<file path="src/rtl/clk_reset_seq.sv">
// clk_reset_seq: sequenced SoC reset generator driven by PLL lock and a board button.
// Peripherals leave reset after lock has been stable for LOCK_CYCLES, the CPU
// follows CPU_DELAY cycles later. Lock loss or a debounced button press re-arms
// the whole sequence. Lock losses seen after peripheral release are counted.
module clk_reset_seq #(
    parameter int unsigned LOCK_CYCLES = 1024,
    parameter int unsigned CPU_DELAY   = 64,
    parameter int unsigned BTN_CYCLES  = 65536,
    parameter int unsigned CNT_W       = 20
) (
    input  logic       clk,
    input  logic       rst,
    input  logic       pll_locked,
    input  logic       btn,
    output logic       periph_rst,
    output logic       cpu_rst,
    output logic       ready,
    output logic       locked_s,
    output logic [7:0] loss_count
);

    localparam logic [CNT_W-1:0] LOCK_LAST = CNT_W'(LOCK_CYCLES - 1);
    localparam logic [CNT_W-1:0] CPU_LAST  = CNT_W'(CPU_DELAY - 1);
    localparam logic [CNT_W-1:0] BTN_LAST  = CNT_W'(BTN_CYCLES - 1);

    typedef enum logic [1:0] {
        S_HOLD       = 2'd0,
        S_STABLE     = 2'd1,
        S_REL_PERIPH = 2'd2,
        S_RUN        = 2'd3
    } state_t;

    logic             r_lock_meta;
    logic             r_lock_sync;
    logic             r_btn_meta;
    logic             r_btn_sync;
    logic [CNT_W-1:0] r_btn_cnt;
    logic [CNT_W-1:0] r_cnt;
    state_t           r_state;
    logic             r_periph_rst;
    logic             r_cpu_rst;
    logic             r_ready;
    logic [7:0]       r_loss_count;

    logic             w_btn_req;
    logic             w_abort;
    logic             w_count_loss;

    // Button request is live only while the synchronized button is still high,
    // so it drops in the same cycle the button is seen released.
    assign w_btn_req    = r_btn_sync && (r_btn_cnt == BTN_LAST);
    assign w_abort      = (r_state != S_HOLD) && (!r_lock_sync || w_btn_req);
    assign w_count_loss = w_abort && !r_lock_sync &&
                          ((r_state == S_REL_PERIPH) || (r_state == S_RUN));

    // Two-flop synchronizers for the asynchronous lock flag and button.
    always_ff @(posedge clk) begin
        if (rst) begin
            r_lock_meta <= 1'b0;
            r_lock_sync <= 1'b0;
            r_btn_meta  <= 1'b0;
            r_btn_sync  <= 1'b0;
        end else begin
            r_lock_meta <= pll_locked;
            r_lock_sync <= r_lock_meta;
            r_btn_meta  <= btn;
            r_btn_sync  <= r_btn_meta;
        end
    end

    // Debounce counter: runs while the button is held, saturates at the press threshold.
    always_ff @(posedge clk) begin
        if (rst || !r_btn_sync) begin
            r_btn_cnt <= '0;
        end else if (r_btn_cnt != BTN_LAST) begin
            r_btn_cnt <= r_btn_cnt + CNT_W'(1);
        end
    end

    // Reset sequencing FSM; abort wins over a count completing in the same cycle.
    always_ff @(posedge clk) begin
        if (rst) begin
            r_state      <= S_HOLD;
            r_cnt        <= '0;
            r_periph_rst <= 1'b1;
            r_cpu_rst    <= 1'b1;
            r_ready      <= 1'b0;
        end else if (w_abort) begin
            r_state      <= S_HOLD;
            r_cnt        <= '0;
            r_periph_rst <= 1'b1;
            r_cpu_rst    <= 1'b1;
            r_ready      <= 1'b0;
        end else begin
            case (r_state)
                S_HOLD: begin
                    r_cnt        <= '0;
                    r_periph_rst <= 1'b1;
                    r_cpu_rst    <= 1'b1;
                    r_ready      <= 1'b0;
                    if (r_lock_sync && !w_btn_req) begin
                        r_state <= S_STABLE;
                    end
                end
                S_STABLE: begin
                    if (r_cnt == LOCK_LAST) begin
                        r_state      <= S_REL_PERIPH;
                        r_cnt        <= '0;
                        r_periph_rst <= 1'b0;
                    end else begin
                        r_cnt <= r_cnt + CNT_W'(1);
                    end
                end
                S_REL_PERIPH: begin
                    if (r_cnt == CPU_LAST) begin
                        r_state   <= S_RUN;
                        r_cnt     <= '0;
                        r_cpu_rst <= 1'b0;
                        r_ready   <= 1'b1;
                    end else begin
                        r_cnt <= r_cnt + CNT_W'(1);
                    end
                end
                S_RUN: begin
                    r_periph_rst <= 1'b0;
                    r_cpu_rst    <= 1'b0;
                    r_ready      <= 1'b1;
                end
                default: begin
                    r_state <= S_HOLD;
                end
            endcase
        end
    end

    // Saturating count of lock losses that hit a released system.
    always_ff @(posedge clk) begin
        if (rst) begin
            r_loss_count <= 8'd0;
        end else if (w_count_loss && (r_loss_count != 8'hFF)) begin
            r_loss_count <= r_loss_count + 8'd1;
        end
    end

    assign periph_rst = r_periph_rst;
    assign cpu_rst    = r_cpu_rst;
    assign ready      = r_ready;
    assign locked_s   = r_lock_sync;
    assign loss_count = r_loss_count;

endmodule

</file>
<file path="config.mk">
export PLATFORM = sky130hd
export DESIGN_NAME = clk_reset_seq
export DESIGN_NICKNAME = d
export VERILOG_FILES = /design/src/rtl/clk_reset_seq.sv
export SDC_FILE = /design/constraint.sdc
export NUM_CORES = 1
export LEC_CHECK = 0
export BUFFER_PORTS_ARGS = -buffer_cell sky130_fd_sc_hd__buf_2
export CORE_MARGIN = 5
export CORE_UTILIZATION = 25
export CTS_CLUSTER_SIZE = 25
export DETAILED_ROUTE_END_ITERATION = 8
export GPL_TIMING_DRIVEN = 1
export PLACE_DENSITY = 0.5
export SYNTH_ARGS = -nofsm -noshare
export SYNTH_HDL_FRONTEND = slang
export SYNTH_SLANG_ARGS = --single-unit
</file>
<file path="constraint.sdc">
create_clock -name clk -period 2.6 [get_ports clk]
set_input_delay 0.39 -clock clk [delete_from_list [all_inputs] [get_ports clk]]
set_output_delay 0.39 -clock clk [all_outputs]
set_load 0.01 [all_outputs]
</file>
==> load_flow_metrics.sql, run 1 <==
INSERT INTO impl_metrics (metric_group, metric, value, unit) VALUES
('sta', 'worstMarginPinSlew', '714.9', 'ps'),
('global_route', 'grt_pass1_wl', '11900', 'microns'),
('global_route', 'top_usage_layer', 'met2', ''),
('sta', 'summed_negative_setup_slack_over_all_endpoints', '0', 'ps'),
('sta', 'setup_repair_after_global_routing_missed_its_margin', 'no', ''),
('clock_network', 'h-tree-depth', '3', ''),
('die', 'fp.dieH', '121.0', 'microns'),
('pwr', 'ir_worst_vdd', '0.2699', 'mV'),
('sta', 'slew-limit-headroom', '52.12', '%'),
('clock_network', 'clk_transition_reported_paths', '50', 'ps'),
('place', 'detailedPlacementHpwl', '4945', 'microns'),
('critical_path', 'critical_path.startpoint_type', 'flop', ''),
('critical_path', 'critical_path_rt', '2790', 'ps'),
('global_route', 'grt_antenna_before_repair', '0', ''),
('logic_synthesis', 'postSynthRegisterBits', '57', ''),
('clock_network', 'quantity_of_hold_fixing_buffers_added_after_cts', '0', ''),
('clock_network', 'clock-root-buffer', 'sky130_fd_sc_hd__clkbuf_16', ''),
('global_route', 'grt_use_met2', '15.56', '%'),
('global_route', 'global_route.usage.met1', '13.14', '%'),
('place', 'numPlacedInstances', '543', ''),
('logic_synthesis', 'ys_types', '55', ''),
('die', 'placeableCoreArea', '12060', 'sq um'),
('logic_synthesis', 'ys_warn_count', '0', ''),
('sta', 'finalHoldViolCount', '0', ''),
('final_layout', 'most_frequent_cells_in_the_layout', 'sky130_fd_sc_hd__dfxtp_1, sky130_fd_sc_hd__nand2_1, sky130_fd_sc_hd__nor2_1', ''),
('critical_path', 'worst_setup_path_end_kind', 'flop', ''),
('sta', 'post-route-min-period', '2197', 'ps'),
('critical_path', 'cp.arrival', '2380', 'ps'),
('logic_synthesis', 'syn_inst', '364', ''),
('logic_synthesis', 'synthesis.area', '3078', 'sq um'),
('status', 'status', 'completed', ''),
('min_path', 'timing.hold.worst.class', 'in2reg', ''),
('logic_synthesis', 'synth.top_cell.area_share', '37.07', '%'),
('detailed_routing', 'antenna_left', '0', ''),
('die', 'initial_core_util', '25.52', '%'),
('critical_path', 'setup.worst_path.class', 'reg2reg', ''),
('place', 'detailed_place.area', '3358', 'sq um'),
('place', 'count_of_input_and_output_buffers', '15', ''),
('detailed_routing', 'dr.first_iter.drc_count', '70', ''),
('critical_path', 'crit_path_max_fanout', '12', ''),
('detailed_routing', 'drt_drc_violations_left', '0', ''),
('pwr', 'static-leakage-power', '1.182', 'nW'),
('final_layout', 'final_core_utilization', '30.20', '%'),
('final_layout', 'fin_cells', '557', ''),
('die', 'dieWidth', '121.0', 'microns'),
('detailed_routing', 'drt_pass1_iterations', '4', ''),
('die', 'die-area', '14630', 'sq um'),
('detailed_routing', 'routed-via-count', '2714', ''),
('logic_synthesis', 'synth_enable_flop_cells', '0', ''),
('global_route', 'grt_pass1_vias', '2493', ''),
('logic_synthesis', 'synth_top_flop_cell', 'sky130_fd_sc_hd__dfxtp_1', ''),
('die', 'core.rowCount', '40', ''),
('die', 'io_pins', '16', ''),
('final_layout', 'area_delta_synth_final', '18.33', '%'),
('sta', 'final.hold.worst_slack', '286.6', 'ps'),
('detailed_routing', 'avgRoutedWirePerCell', '12.63', 'microns'),
('final_layout', 'most_frequent_standard_cell_in_the_layout_excluding_fill_and_tap_cells', 'sky130_fd_sc_hd__dfxtp_1', ''),
('final_layout', 'final_net_count', '398', ''),
('detailed_routing', 'routed_wl', '7035', 'microns'),
('global_route', 'groute.layer.met3.usage', '2.145', '%'),
('pwr', 'power_density_relative_to_cell_area', '650.9', 'nW/um^2'),
('logic_synthesis', 'synth_sequential_area_ratio', '37.07', '%'),
('sta', 'fmaxAchievable', '455.3', 'MHz'),
('clock_network', 'tritoncts', 'built', ''),
('sta', 'report.final.slew_viol_count', '0', ''),
('global_route', 'total_global_route_track_usage', '9.827', '%'),
('global_route', 'global_route.overflow_total', '0', ''),
('logic_synthesis', 'synthDominantAreaCellType', 'sky130_fd_sc_hd__dfxtp_1', ''),
('clock_network', 'clock_latency', '310', 'ps'),
('logic_synthesis', 'synth_top_cells_by_area', 'sky130_fd_sc_hd__dfxtp_1, sky130_fd_sc_hd__nand2_1, sky130_fd_sc_hd__xnor2_1, sky130_fd_sc_hd__nand3_1, sky130_fd_sc_hd__nor2_1', ''),
('clock_network', 'sink_count', '57', '');
[flip-flops by register name, summed over array words and instances, names as in the netlist]
register and count:
r_lock_meta 1, r_btn_sync 1, periph_rst 1, loss_count 8, r_cnt 20, cpu_rst 1, locked_s 1, r_btn_meta 1
r_btn_cnt 20, ready 1, r_state 2
[worst max-delay path: stages, from the launching register on]
cell and delay (ps):
sky130_fd_sc_hd__dfxtp_1 400, sky130_fd_sc_hd__ha_1 250, sky130_fd_sc_hd__and4_1 260, sky130_fd_sc_hd__nand2_1 110, sky130_fd_sc_hd__o31a_1 450, sky130_fd_sc_hd__buf_4 250
sky130_fd_sc_hd__o2111ai_1 220, sky130_fd_sc_hd__o311ai_1 120
[stage by stage]
stage / setup WS (ps) / power (W)
global placement: 488.9 / 0.001246
finish: 403.4 / 0.002371
global route: 261.9 / 0.002483
floorplan: 704.1 / 0.001150
CTS: 430.2 / 0.002399
detailed placement: 438.3 / 0.001247
[logic make-up (layout without fill, tap and decap cells)]
| family | after synthesis | in the layout | share of synthesized area, % |
|---|---|---|---|
| mux | 1 | 1 | 0.3252 |
| simple gates | 166 | 166 | 27.20 |
| compound gates | 90 | 90 | 23.33 |
| buf+inv | 24 | 49 | 3.699 |
| flops | 57 | 57 | 37.07 |
| fa+ha+maj | 8 | 8 | 3.252 |
| xor+xnor | 18 | 18 | 5.122 |
[report_power, final]
group	leakage [nW]	switching [W]	internal [W]
clock	0.144	0.000389	0.000750
combinational	0.578	0.000205	0.000109
sequential	0.460	0.0000171	0.000900
[final timing paths]
path | cells after the start | slack [ps] | end | startpoint
worst max-delay path | 7 | 400 | r_cnt[2] | r_cnt[0]
worst min register to register | 1 | 430 | r_btn_sync | r_btn_meta
worst max register to register | 7 | 400 | r_cnt[2] | r_cnt[0]
worst min-delay path | 2 | 290 | r_btn_meta | btn
[metal layers]
metal / up-vias / part of all wire, % / routed length (microns)
met3: 4 / 2.3 / 164
met4: 0 / 0.72 / 51
li1: 1395 / - / -
met2: 29 / 47 / 3295
met1: 1286 / 50 / 3524
met5: - / 0 / 0
[area by class of cell]
class	count	area, sq um
well taps	168	210.2
inverters	11	41.29
fillers	1285	8419
repair buffers	24	142.6
flip-flops and latches	57	1141
clock inverters	4	45.04
clock buffers	10	239.0
multi-input cells	283	1823
[cell usage after synthesis, types with 2 or more instances]
| library cell | number |
|---|---|
| sky130_fd_sc_hd__a21oi_1 | 9 |
| sky130_fd_sc_hd__a211oi_1 | 7 |
| sky130_fd_sc_hd__clkbuf_1 | 5 |
| sky130_fd_sc_hd__nor2_1 | 30 |
| sky130_fd_sc_hd__and2_1 | 2 |
| sky130_fd_sc_hd__o31a_1 | 2 |
| sky130_fd_sc_hd__nand4_1 | 7 |
| sky130_fd_sc_hd__or2_2 | 4 |
| sky130_fd_sc_hd__dfxtp_1 | 57 |
| sky130_fd_sc_hd__xnor2_1 | 14 |
| sky130_fd_sc_hd__nand2_1 | 50 |
| sky130_fd_sc_hd__o211ai_2 | 7 |
| sky130_fd_sc_hd__ha_1 | 8 |
| sky130_fd_sc_hd__nor3_1 | 14 |
| sky130_fd_sc_hd__nand2b_1 | 2 |
| sky130_fd_sc_hd__a311oi_4 | 2 |
| sky130_fd_sc_hd__o31ai_1 | 2 |
| sky130_fd_sc_hd__a31oi_1 | 4 |
| sky130_fd_sc_hd__o211ai_1 | 13 |
| sky130_fd_sc_hd__buf_2 | 4 |
| sky130_fd_sc_hd__or4_4 | 2 |
| sky130_fd_sc_hd__inv_1 | 11 |
| sky130_fd_sc_hd__o21ai_1 | 3 |
| sky130_fd_sc_hd__xor2_1 | 4 |
| sky130_fd_sc_hd__o21ai_0 | 13 |
| sky130_fd_sc_hd__o2111ai_1 | 4 |
| sky130_fd_sc_hd__nor4_1 | 6 |
| sky130_fd_sc_hd__or3_1 | 2 |
| sky130_fd_sc_hd__a21boi_0 | 2 |
| sky130_fd_sc_hd__or4_1 | 4 |
| sky130_fd_sc_hd__nand3_1 | 24 |
| sky130_fd_sc_hd__nor2b_1 | 6 |
| sky130_fd_sc_hd__o21a_1 | 6 |
| sky130_fd_sc_hd__buf_6 | 2 |
| sky130_fd_sc_hd__o221ai_1 | 4 |
| sky130_fd_sc_hd__o21ai_2 | 2 |
| sky130_fd_sc_hd__and4_1 | 5 |
| sky130_fd_sc_hd__and3_1 | 4 |
Note: power is estimated with default switching activity, not from simulation.
==> run 2: changes to the inputs <==
--- a/config.mk
+++ b/config.mk
@@ -11,7 +11,7 @@
 export CTS_CLUSTER_SIZE = 25
 export DETAILED_ROUTE_END_ITERATION = 8
 export GPL_TIMING_DRIVEN = 1
-export PLACE_DENSITY = 0.5
+export PLACE_DENSITY = 0.52
 export SYNTH_ARGS = -nofsm -noshare
 export SYNTH_HDL_FRONTEND = slang
 export SYNTH_SLANG_ARGS = --single-unit
==> constraint.sdc (replaced) <==
create_clock -name clk -period 1.77 [get_ports clk]
set_input_delay 0.2655 -clock clk [delete_from_list [all_inputs] [get_ports clk]]
set_output_delay 0.2655 -clock clk [all_outputs]
set_load 0.01 [all_outputs]
==> run 2 against run 1 <==
  * Largest cell class unchanged
  * Setup slack worse by 540 ps
  * Cell area increased by 26%
  * Largest power group unchanged
  * Register-to-register slack got worse by 540 ps
  * Non-clock buffer count is 82 higher
  * Die area unchanged
  * Cell count rose by 15%
  * The flow now finishes with violations (negative setup slack)
  * Worst hold slack got worse by 140 ps
  * Global-route usage is 1.8 points higher
==> load_flow_metrics.sql, run 2 (same netlist as run 1, synthesis figures left out) <==
INSERT INTO impl_metrics (metric_group, metric, value, unit) VALUES
('place', 'count_of_input_and_output_buffers', '15', ''),
('clock_network', 'cts-root-to-sink-buffers', '2', ''),
('sta', 'slew-limit-headroom', '74.83', '%'),
('critical_path', 'crit_path_cell_trace', 'or4_4 > o31a_1 > buf_6 > o2111ai_2 > o311ai_2', ''),
('detailed_routing', 'routed_wl', '8388', 'microns'),
('die', 'fp.dieH', '121.0', 'microns'),
('detailed_routing', 'dr.first_iter.drc_count', '129', ''),
('sta', 'post-route-period-util', '107.7', '%'),
('clock_network', 'cts-buffers-inserted', '9', ''),
('critical_path', 'reg_to_reg_setup_timing_slack', '-140', 'ps'),
('global_route', 'grt_max_degree', '15', ''),
('final_layout', 'fin_cells', '641', ''),
('critical_path', 'crit-reg2reg-capture', 'r_cnt[2]', ''),
('critical_path', 'timing.rr.start', 'r_cnt[7]', ''),
('detailed_routing', 'routed-via-count', '3062', ''),
('sta', 'setup_ws', '-135.8', 'ps'),
('die', 'die-area', '14630', 'sq um'),
('clock_network', 'sink_count', '57', ''),
('sta', 'final.setup_skew', '5.415', 'ps'),
('run', 'cap_viol_max_count', '0', ''),
('critical_path', 'cp.arrival', '2100', 'ps'),
('detailed_routing', 'drt_pass1_iterations', '4', ''),
('sta', 'timing.final.setup_violations', '23', ''),
('clock_network', 'quantity_of_hold_fixing_buffers_added_after_cts', '0', ''),
('global_route', 'global_route.overflow_total', '0', ''),
('critical_path', 'timing.reg2reg.worst_path_depth', '5', ''),
('pwr', 'static-leakage-power', '1.665', 'nW'),
('clock_network', 'clk_transition_reported_paths', '50', 'ps'),
('place', 'numPlacedInstances', '621', ''),
('global_route', 'grt_antenna_before_repair', '0', ''),
('sta', 'setup_repair_after_global_routing_missed_its_margin', 'yes', ''),
('die', 'io_pins', '16', ''),
('sta', 'fmaxAchievable', '524.7', 'MHz'),
('status', 'status', 'finished with violations', ''),
('sta', 'finalHoldViolCount', '0', ''),
('min_path', 'hold_depth', '2', ''),
('die', 'dieWidth', '121.0', 'microns'),
('sta', 'post-route-min-period', '1906', 'ps'),
('sta', 'worstMarginPinSlew', '374.0', 'ps'),
('critical_path', 'crit_path_max_fanout', '11', ''),
('sta', 'report.final.slew_viol_count', '0', ''),
('detailed_routing', 'drt_drc_violations_left', '0', ''),
('clock_network', 'tritoncts', 'built', ''),
('place', 'finalWeightedCongestion', '0.8200', ''),
('clock_network', 'clock-root-buffer', 'sky130_fd_sc_hd__clkbuf_16', ''),
('global_route', 'grt_pass1_vias', '2870', ''),
('critical_path', 'cp_num_buf_inv', '1', ''),
('final_layout', 'layout-drive-gt1-share', '39.96', '%'),
('die', 'core.rowCount', '40', ''),
('final_layout', 'nFillCells', '1218', ''),
('critical_path', 'critical_path.slowest_cell', 'sky130_fd_sc_hd__or4_4', ''),
('sta', 'summed_negative_setup_slack_over_all_endpoints', '-1848', 'ps'),
('pwr', 'power_density_relative_to_cell_area', '838.9', 'nW/um^2'),
('status', 'violations', 'negative setup slack', ''),
('critical_path', 'setup.worst_path.class', 'reg2reg', ''),
('sta', 'final.hold.worst_slack', '149.2', 'ps'),
('final_layout', 'final_net_count', '480', ''),
('min_path', 'min_to', 'r_lock_meta', ''),
('die', 'placeableCoreArea', '12060', 'sq um'),
('min_path', 'timing.hold.worst.class', 'in2reg', ''),
('clock_network', 'h-tree-depth', '3', ''),
('critical_path', 'critical_path.startpoint_type', 'flop', ''),
('min_path', 'min-delay-start', 'pll_locked', ''),
('pwr', 'ir_worst_vdd', '0.5042', 'mV'),
('detailed_routing', 'avgRoutedWirePerCell', '13.09', 'microns'),
('final_layout', 'area_delta_synth_final', '49.63', '%'),
('final_layout', 'most_frequent_cells_in_the_layout', 'sky130_fd_sc_hd__buf_4, sky130_fd_sc_hd__dfxtp_1, sky130_fd_sc_hd__nand2_1', ''),
('clock_network', 'clock_latency', '320', 'ps'),
('place', 'detailedPlacementHpwl', '6136', 'microns'),
('final_layout', 'antennaDiodeCount', '0', ''),
('critical_path', 'worst_setup_path_end_kind', 'flop', ''),
('critical_path', 'cp_top_family', 'compound AO/OA/AOI/OAI gates', ''),
('global_route', 'grt_pass1_wl', '13930', 'microns'),
('critical_path', 'critical_path_rt', '1960', 'ps'),
('detailed_routing', 'route.detailed.vias_per_inst', '4.777', ''),
('final_layout', 'most_frequent_standard_cell_in_the_layout_excluding_fill_and_tap_cells', 'sky130_fd_sc_hd__buf_4', ''),
('critical_path', 'max_stage_delay', '550', 'ps'),
('die', 'initial_core_util', '25.52', '%'),
('detailed_routing', 'antenna_left', '0', ''),
('global_route', 'total_global_route_track_usage', '11.67', '%');
run 2: changes by cell type in the layout (fill, tap and decap cells not counted), moves of 4 or more:
cell                      before  now
sky130_fd_sc_hd__nor4_1        6    1
sky130_fd_sc_hd__buf_4         9   81
sky130_fd_sc_hd__buf_6         0    6
sky130_fd_sc_hd__nor4_2        0    4
sky130_fd_sc_hd__dfxtp_2       0    8
sky130_fd_sc_hd__dfxtp_1      57   49
run 2: what timing repair did:
item                       in CTS  in global routing
buffers inserted                1                  1
gates resized for setup        22                 33
pin swaps                      17                 19
hold endpoints to repair        0                  0
gates cloned                    1                  1
setup endpoints to repair      34                 44
run 2: routing by layer:
metal	share of wire [%]	track usage (%)	wire, microns
met1	47	15.45	3952
met2	48	18.27	4031
met3	2.8	2.471	232
met4	2.1	5.028	172
met5	0	0	0
run 2: worst max-delay path by stage:
stage,to,from,slack (ps),depth (start not counted)
2_1_floorplan,r_cnt[11],r_cnt[9],-10,5
3_3_place_gp,r_state[0],r_btn_cnt[18],-90,6
3_5_place_dp,r_cnt[2],r_state[0],-120,8
4_1_cts,r_cnt[11],r_cnt[7],-70,5
5_1_grt,r_cnt[8],r_cnt[7],-170,5
6_report,r_cnt[2],r_cnt[7],-140,5
run 2: worst register-to-register path: stages (launching register included):
cell and delay, ps:
sky130_fd_sc_hd__dfxtp_2 320, sky130_fd_sc_hd__or4_4 550, sky130_fd_sc_hd__o31a_1 400, sky130_fd_sc_hd__buf_6 180, sky130_fd_sc_hd__o2111ai_2 200, sky130_fd_sc_hd__o311ai_2 120
run 2: through the flow:
| step | setup slack (ps) | area [sq um] | util [%] | total power (W) |
|---|---|---|---|---|
| after global placement | -86.12 | 3999 | 33.15 | 0.002026 |
| final | -135.8 | 4606 | 38.18 | 0.003864 |
| after detailed placement | -120.3 | 3999 | 33.15 | 0.002030 |
| after CTS | -70.74 | 4418 | 36.63 | 0.003867 |
| after floorplan | -9.981 | 3137 | - | 0.001742 |
| after global routing | -172.7 | 4606 | 38.18 | 0.004055 |
run 2: layout make-up:
| class | count | area (sq um) | share of cell area, % |
|---|---|---|---|
| tap | 168 | 210.2 | 4.564 |
| sequential | 57 | 1151 | 24.99 |
| clock buffer | 14 | 274.0 | 5.949 |
| inverter | 11 | 41.29 | 0.8965 |
| timing repair buffer | 106 | 815.8 | 17.71 |
| multi-input combinational | 283 | 2078 | 45.12 |
| clock inverter | 2 | 35.03 | 0.7607 |
run 2: power breakdown:
part           internal (W)  leakage [nW]  switching, W
combinational      0.000340          1.05      0.000388
sequential          0.00133         0.464     0.0000270
clock               0.00120         0.153      0.000581
total               0.00287          1.67      0.000996
